## config.mk

```make
export PLATFORM = sky130hd
export DESIGN_NAME = tfhe_rd_dma
export DESIGN_NICKNAME = d
export VERILOG_FILES = /design/src/rtl/tfhe_dma_pkg.sv /design/src/rtl/tfhe_axis_skid.sv /design/src/rtl/tfhe_rd_dma.sv
export SDC_FILE = /design/constraint.sdc
export NUM_CORES = 1
export LEC_CHECK = 0
export BUFFER_PORTS_ARGS = -buffer_cell sky130_fd_sc_hd__buf_2
export CELL_PAD_IN_SITES_DETAIL_PLACEMENT = 0
export CELL_PAD_IN_SITES_GLOBAL_PLACEMENT = 2
export CORE_MARGIN = 10
export CORE_UTILIZATION = 34
export DETAILED_ROUTE_END_ITERATION = 12
export GPL_ROUTABILITY_DRIVEN = 0
export GPL_TIMING_DRIVEN = 1
export PLACE_DENSITY = 0.91
export SYNTH_ARGS = -nofsm -noshare
export SYNTH_HDL_FRONTEND = slang
export SYNTH_SLANG_ARGS = --single-unit
export TNS_END_PERCENT = 1
```

## constraint.sdc

```tcl
create_clock -name M_AXI_ACLK -period 12.3 [get_ports M_AXI_ACLK]
set_clock_uncertainty 0.15 [all_clocks]
set_input_delay 0.615 -clock M_AXI_ACLK [delete_from_list [all_inputs] [get_ports M_AXI_ACLK]]
set_output_delay 0.615 -clock M_AXI_ACLK [all_outputs]
set_load 0.02 [all_outputs]
```

## src/rtl/tfhe_dma_pkg.sv

```systemverilog
// Shared definitions for the TFHE read-DMA: FSM encoding, AXI constants and
// the address-alignment helper.
package tfhe_dma_pkg;

  typedef enum logic [2:0] {
    ST_IDLE,
    ST_CALC,
    ST_ADDR,
    ST_DATA,
    ST_DONE
  } dma_state_e;

  localparam logic [1:0] RESP_OKAY  = 2'b00;
  localparam logic [1:0] BURST_INCR = 2'b01;

  localparam int unsigned BOUNDARY_4K   = 4096;
  localparam int unsigned BOUNDARY_BITS = 12;

  function automatic int unsigned bytes_log2(input int unsigned bytes);
    int unsigned r;
    int unsigned v;
    r = 0;
    v = 1;
    while (v < bytes) begin
      v = v * 2;
      r = r + 1;
    end
    return r;
  endfunction

endpackage

```

## src/rtl/tfhe_axis_skid.sv

```systemverilog
// Two-entry skid buffer: registered outputs, one beat per cycle, and an
// input ready that depends only on local state.
module tfhe_axis_skid #(
  parameter int unsigned W = 73
) (
  input  logic         clk,
  input  logic         rst,
  input  logic [W-1:0] in_data,
  input  logic         in_valid,
  output logic         in_ready,
  output logic [W-1:0] out_data,
  output logic         out_valid,
  input  logic         out_ready,
  output logic         empty
);

  logic [W-1:0] skid_data;
  logic         skid_valid;

  assign in_ready = ~skid_valid;
  assign empty    = ~out_valid & ~skid_valid;

  always_ff @(posedge clk or posedge rst) begin
    if (rst) begin
      out_data   <= '0;
      out_valid  <= 1'b0;
      skid_data  <= '0;
      skid_valid <= 1'b0;
    end else if (out_ready || !out_valid) begin
      // Output slot frees up: the parked beat has priority over the input.
      if (skid_valid) begin
        out_data   <= skid_data;
        out_valid  <= 1'b1;
        skid_valid <= 1'b0;
      end else if (in_valid) begin
        out_data  <= in_data;
        out_valid <= 1'b1;
      end else begin
        out_valid <= 1'b0;
      end
    end else if (in_valid && !skid_valid) begin
      skid_data  <= in_data;
      skid_valid <= 1'b1;
    end
  end

endmodule

```

## src/rtl/tfhe_rd_dma.sv

```systemverilog
// Read-DMA: fetches a host buffer over AXI4 read bursts (4 KB safe, one burst
// outstanding) and forwards it to the PBS core as an AXI4-Stream.
module tfhe_rd_dma
  import tfhe_dma_pkg::*;
#(
  parameter int unsigned C_M_AXI_ADDR_WIDTH = 32,
  parameter int unsigned C_M_AXI_DATA_WIDTH = 64,
  parameter int unsigned MAX_BURST          = 16
) (
  input  logic                              M_AXI_ACLK,
  input  logic                              M_AXI_ARESET,
  input  logic                              start_pbs,
  input  logic [C_M_AXI_ADDR_WIDTH-1:0]     host_wr_addr,
  input  logic [31:0]                       host_wr_len,
  output logic                              pbs_busy,
  output logic                              pbs_done,
  output logic                              dma_err,
  output logic [C_M_AXI_ADDR_WIDTH-1:0]     host_rd_addr,
  output logic [31:0]                       host_rd_len,
  output logic [C_M_AXI_ADDR_WIDTH-1:0]     M_AXI_ARADDR,
  output logic [7:0]                        M_AXI_ARLEN,
  output logic [2:0]                        M_AXI_ARSIZE,
  output logic [1:0]                        M_AXI_ARBURST,
  output logic                              M_AXI_ARVALID,
  input  logic                              M_AXI_ARREADY,
  input  logic [C_M_AXI_DATA_WIDTH-1:0]     M_AXI_RDATA,
  input  logic [1:0]                        M_AXI_RRESP,
  input  logic                              M_AXI_RLAST,
  input  logic                              M_AXI_RVALID,
  output logic                              M_AXI_RREADY,
  output logic [C_M_AXI_DATA_WIDTH-1:0]     M_AXIS_TDATA,
  output logic [C_M_AXI_DATA_WIDTH/8-1:0]   M_AXIS_TKEEP,
  output logic                              M_AXIS_TLAST,
  output logic                              M_AXIS_TVALID,
  input  logic                              M_AXIS_TREADY
);

  localparam int unsigned BYTES = C_M_AXI_DATA_WIDTH / 8;
  localparam int unsigned LB    = bytes_log2(BYTES);
  localparam int unsigned AW    = C_M_AXI_ADDR_WIDTH;
  localparam int unsigned SW    = C_M_AXI_DATA_WIDTH + BYTES + 1;

  dma_state_e        state;
  logic [32:0]       beats_rem;
  logic [32:0]       beats_4k;
  logic [32:0]       burst_sel;
  logic [8:0]        burst_q;
  logic [LB-1:0]     tail_q;
  logic              r_hs;
  logic              r_bad;
  logic              push_last;
  logic [BYTES-1:0]  tail_keep;
  logic [BYTES-1:0]  push_keep;
  logic              skid_ready;
  logic              skid_empty;
  logic [SW-1:0]     skid_out;

  assign M_AXI_ARSIZE  = 3'(LB);
  assign M_AXI_ARBURST = BURST_INCR;
  assign M_AXI_RREADY  = (state == ST_DATA) && skid_ready;

  assign r_hs      = M_AXI_RVALID && M_AXI_RREADY;
  assign r_bad     = (M_AXI_RRESP != RESP_OKAY);
  assign tail_keep = ~({BYTES{1'b1}} << tail_q);
  assign push_keep = (M_AXI_RLAST && beats_rem == '0 && tail_q != '0) ? tail_keep : '1;
  // An error cuts the transfer at the end of the failing burst, so that beat closes the packet.
  assign push_last = M_AXI_RLAST && (beats_rem == '0 || dma_err || r_bad);

  always_comb begin
    beats_4k  = 33'((BOUNDARY_4K - 32'(host_rd_addr[BOUNDARY_BITS-1:0])) >> LB);
    burst_sel = beats_rem;
    if (burst_sel > 33'(MAX_BURST)) burst_sel = 33'(MAX_BURST);
    if (burst_sel > beats_4k)       burst_sel = beats_4k;
  end

  always_ff @(posedge M_AXI_ACLK or posedge M_AXI_ARESET) begin
    if (M_AXI_ARESET) begin
      state         <= ST_IDLE;
      beats_rem     <= '0;
      burst_q       <= '0;
      tail_q        <= '0;
      pbs_busy      <= 1'b0;
      pbs_done      <= 1'b0;
      dma_err       <= 1'b0;
      host_rd_addr  <= '0;
      host_rd_len   <= '0;
      M_AXI_ARADDR  <= '0;
      M_AXI_ARLEN   <= '0;
      M_AXI_ARVALID <= 1'b0;
    end else begin
      if (M_AXIS_TVALID && M_AXIS_TREADY)
        host_rd_len <= host_rd_len + ((M_AXIS_TKEEP == '1) ? 32'(BYTES) : 32'(tail_q));
      case (state)
        ST_IDLE: if (start_pbs) begin
          host_rd_addr <= host_wr_addr & ~AW'(BYTES - 1);
          beats_rem    <= ({1'b0, host_wr_len} + 33'(BYTES - 1)) >> LB;
          tail_q       <= host_wr_len[LB-1:0];
          pbs_done     <= 1'b0;
          dma_err      <= 1'b0;
          host_rd_len  <= '0;
          pbs_busy     <= 1'b1;
          state        <= (host_wr_len == '0) ? ST_DONE : ST_CALC;
        end
        ST_CALC: begin
          M_AXI_ARADDR  <= host_rd_addr;
          M_AXI_ARLEN   <= 8'(burst_sel - 33'd1);
          burst_q       <= 9'(burst_sel);
          M_AXI_ARVALID <= 1'b1;
          state         <= ST_ADDR;
        end
        ST_ADDR: if (M_AXI_ARREADY) begin
          M_AXI_ARVALID <= 1'b0;
          host_rd_addr  <= host_rd_addr + (AW'(burst_q) << LB);
          beats_rem     <= beats_rem - 33'(burst_q);
          state         <= ST_DATA;
        end
        ST_DATA: if (r_hs) begin
          if (r_bad) dma_err <= 1'b1;
          if (M_AXI_RLAST)
            state <= (beats_rem == '0 || dma_err || r_bad) ? ST_DONE : ST_CALC;
        end
        ST_DONE: if (skid_empty) begin
          pbs_busy <= 1'b0;
          pbs_done <= 1'b1;
          state    <= ST_IDLE;
        end
        default: state <= ST_IDLE;
      endcase
    end
  end

  tfhe_axis_skid #(
    .W(SW)
  ) u_skid (
    .clk       (M_AXI_ACLK),
    .rst       (M_AXI_ARESET),
    .in_data   ({M_AXI_RDATA, push_keep, push_last}),
    .in_valid  (M_AXI_RVALID && (state == ST_DATA)),
    .in_ready  (skid_ready),
    .out_data  (skid_out),
    .out_valid (M_AXIS_TVALID),
    .out_ready (M_AXIS_TREADY),
    .empty     (skid_empty)
  );

  assign {M_AXIS_TDATA, M_AXIS_TKEEP, M_AXIS_TLAST} = skid_out;

endmodule

```

==> impl_metrics.yaml <==
synth:
  async_flop_share_pct: 100
  synth_cells: 1628
  syn_area_mm2: 0.0157
  ys_ff_latch: 298
  synth_ff_type: "dfrtp_1"
  syn_area_per_cell_um2: 9.63
  ys_seq_area_share_pct: 47.6
  yosysWarnings: 0
  synth_edf_count: 0
  synth.distinct_cells: 78
worst_setup_path:
  start_kind: "flip-flop"
  r2r_setup_slack_ns: 7.31
  critPathTopFamily: "compound AO/OA/AOI/OAI gates"
  crit_slowest_cell: "a2111oi_0"
  crit_required_ns: 12.58
  worstSetupPathType: "flip-flop to flip-flop"
  slowest_delay_ns: 0.66
  critPathCaptureType: "flip-flop"
  path_cells: "or4_1 -> nor3_1 -> nand2_1 -> xnor2_1 -> ha_1 -> and4_1 -> a2111oi_0 -> a21o_1 -> nor2_1 -> a21oi_1 -> ha_1 -> inv_1 -> a211oi_1 -> a21oi_1 -> a211o_1"
  worstPathArrival_ns: 5.27
  crit_buf_inv: 1
  cp_max_fo: 17
finish:
  final_nets: 2089
  final_common_cell: "buf_2"
  mostFrequentLayoutCells: "310 x buf_2, 297 x dfrtp_1, 258 x nand2_1"
  drive_above_1_share_pct: 24.9
  syn2layout_area_growth_pct: 21.5
clock_network:
  clkLatencyLatePin_ns: 0.56
  cts_root_buf: "clkbuf_16"
  clock_path_buffers: 3
  cts_resized: 0
  path_clk_slew_ns: 0.06
  clock-sinks: 298
  cts_tree: "built"
  ctsHoldBuffers: 0
  cts_setup_buffers: 0
  numCtsBuffers: 37
  h-tree-depth: 2
grt:
  grt_util_met3_pct: 5.07
  grt_pass1_wl_um: 77200
  grt_use_met1_pct: 21.9
  grt_pass1_vias: 13114
  grt_use_total_pct: 17.2
  grt-ovfl-total: 0
  antenna_found_initial: 16
  grt_max_degree: 113
  top_usage_layer: "met2"
  use_met2_pct: 27.9
sta:
  relSlewSlack_pct: 12.4
  hold_violations: 0
  finalSetupViolations: 0
  period_needed_ns: 4.99
  post-route-period-util_pct: 40.5
  slew_viol_final: 0
  rsz0062_at_grt: "no"
  tightest_slew_ns: 1.30
  max_clock_freq_ghz: 0.201
  fin_setup_tns_ns: 0
run:
  max_cap_viol_count: 0
drt:
  initialDrtViolationCount: 879
  detailroute.via_count: 13382
  post_drt_wl_per_cell_um: 19.4
  route.detailed.drc: 0
  first_pass_iters: 5
  totalWireLength_um: 49500
  viasPerCell: 5.25
  drt.antenna.violating_nets: 0
power:
  swShare_pct: 43.5
  combPwrFrac_pct: 43.2
  p_int_mw: 2.80
  vdd_ir_drop_max_v: 0.000133
  clock_power_share_pct: 22.3
  powerDensity_mw_per_mm2: 260
  power_mw: 4.96
  seqPwrFrac_pct: 34.5
  power_leakage_nw: 8.92
  switchingPower_mw: 2.16
floorplan:
  start_util_pct: 34.5
  fp-row-count: 78
  die_w_um: 235
  die_area_mm2: 0.0551
  ioPinCount: 325
  placeableCoreArea_mm2: 0.0455
  die_h_um: 235
status:
  run_status: "finished clean"
placed_design:
  hpwl_um: 35700
  io_buffers: 310
min_path:
  hold_path_class: "input port to async pin"
-- area by class of cell --
cell class                      count  area [um2]
Timing Repair Buffer              327        1680
Tap cell                          600         751
Sequential cell                   298        7460
Multi-Input combinational cell   1214        7760
Clock inverter                     13         174
Inverter                           36         143
Antenna cell                        7        17.5
Clock buffer                       53        1060
Fill cell                        4561       26400
-- synth_stat cells (all sizes together) (7+ instances only) --
cell | number | area [um2]
a311oi | 9 | 78.8
nor4 | 25 | 169
dfrtp | 298 | 7460
inv | 36 | 135
clkbuf | 71 | 278
and2 | 9 | 56.3
o31ai | 13 | 97.6
o211ai | 8 | 60.1
and3 | 26 | 163
o21ai | 124 | 621
or3 | 23 | 146
o21a | 10 | 75.1
nor2 | 104 | 390
xnor2 | 33 | 289
a21oi | 68 | 344
a31oi | 16 | 115
a21o | 12 | 91.3
nor3 | 41 | 239
nand2 | 258 | 968
or4 | 7 | 56.3
nand2b | 10 | 72.6
and4 | 7 | 62.6
mux2 | 67 | 754
ha | 35 | 438
nor3b | 7 | 57.6
mux2i | 72 | 721
nand3 | 51 | 255
nand4 | 19 | 119
nor2b | 11 | 68.8
xor2 | 39 | 342
a211oi | 22 | 165
buf | 23 | 129
-- registers in the layout (all words and copies together), names as in the netlist --
| name | cells |
|---|---|
| M_AXI_ARADDR | 29 |
| M_AXI_ARLEN | 8 |
| M_AXI_ARVALID | 1 |
| beats_rem | 33 |
| burst_q | 9 |
| dma_err | 1 |
| host_rd_addr | 29 |
| host_rd_len | 32 |
| pbs_busy | 1 |
| pbs_done | 1 |
| state | 3 |
| tail_q | 3 |
| u_skid.out_data | 73 |
| u_skid.out_valid | 1 |
| u_skid.skid_data | 73 |
| u_skid.skid_valid | 1 |
-- metal layers --
layer	up-vias	routed length (um)
li1	6358	-
met1	6591	21600
met2	334	23300
met3	81	3330
met4	18	1140
met5	-	100
-- cells by family (layout without fill, tap and decap cells) --
kind of cell | Yosys count | count (layout) | synth area share (%)
other | 2 | 23 | 0.0479
xor gates and xnor gates | 72 | 72 | 4.02
and+or+nand+nor | 616 | 616 | 19.0
DFF | 298 | 298 | 47.6
adders and majority gates | 38 | 38 | 3.18
muxes | 139 | 139 | 9.41
AOI/OAI and AO/OA | 333 | 333 | 13.3
buffers and inverters | 130 | 429 | 3.46
-- power by group through the flow --
| stage | clock, mW | combinational [mW] | sequential (mW) |
|---|---|---|---|
| after CTS | 1.14 | 2.17 | 1.71 |
| after floorplan | 0 | 1.23 | 1.90 |
| after global routing | 1.18 | 2.38 | 1.77 |
| after detailed placement | 0 | 2.16 | 1.72 |
| after global placement | 0 | 2.11 | 1.70 |
| final | 1.11 | 2.14 | 1.71 |
-- worst paths after layout --
kind	from	depth (start not counted)	end
min in group M_AXI_ACLK	M_AXI_RDATA[23]	2	u_skid.skid_data[32]
max reg2reg	host_rd_addr[5]	15	M_AXI_ARLEN[6]
min reg2reg	u_skid.out_data[65]	2	u_skid.out_data[65]
min	M_AXI_ARESET	2	u_skid.skid_data[12]
max	host_rd_addr[5]	15	M_AXI_ARLEN[6]
max in group asynchronous	M_AXI_ARESET	4	beats_rem[9]
-- stage by stage --
stage	worst slack (ns)	instance area, um2	cells	util (%)	hold slack, ns
floorplan	3.30	15700	1642	-	0.290
global placement	7.46	17800	2475	39.1	0.301
detailed placement	7.37	17800	2475	39.1	0.304
CTS	7.35	19000	2541	41.8	0.0645
global route	6.87	19000	2544	41.8	0.0935
finish	7.31	19000	2548	41.9	0.0349
(Power assumes the default switching activity.)
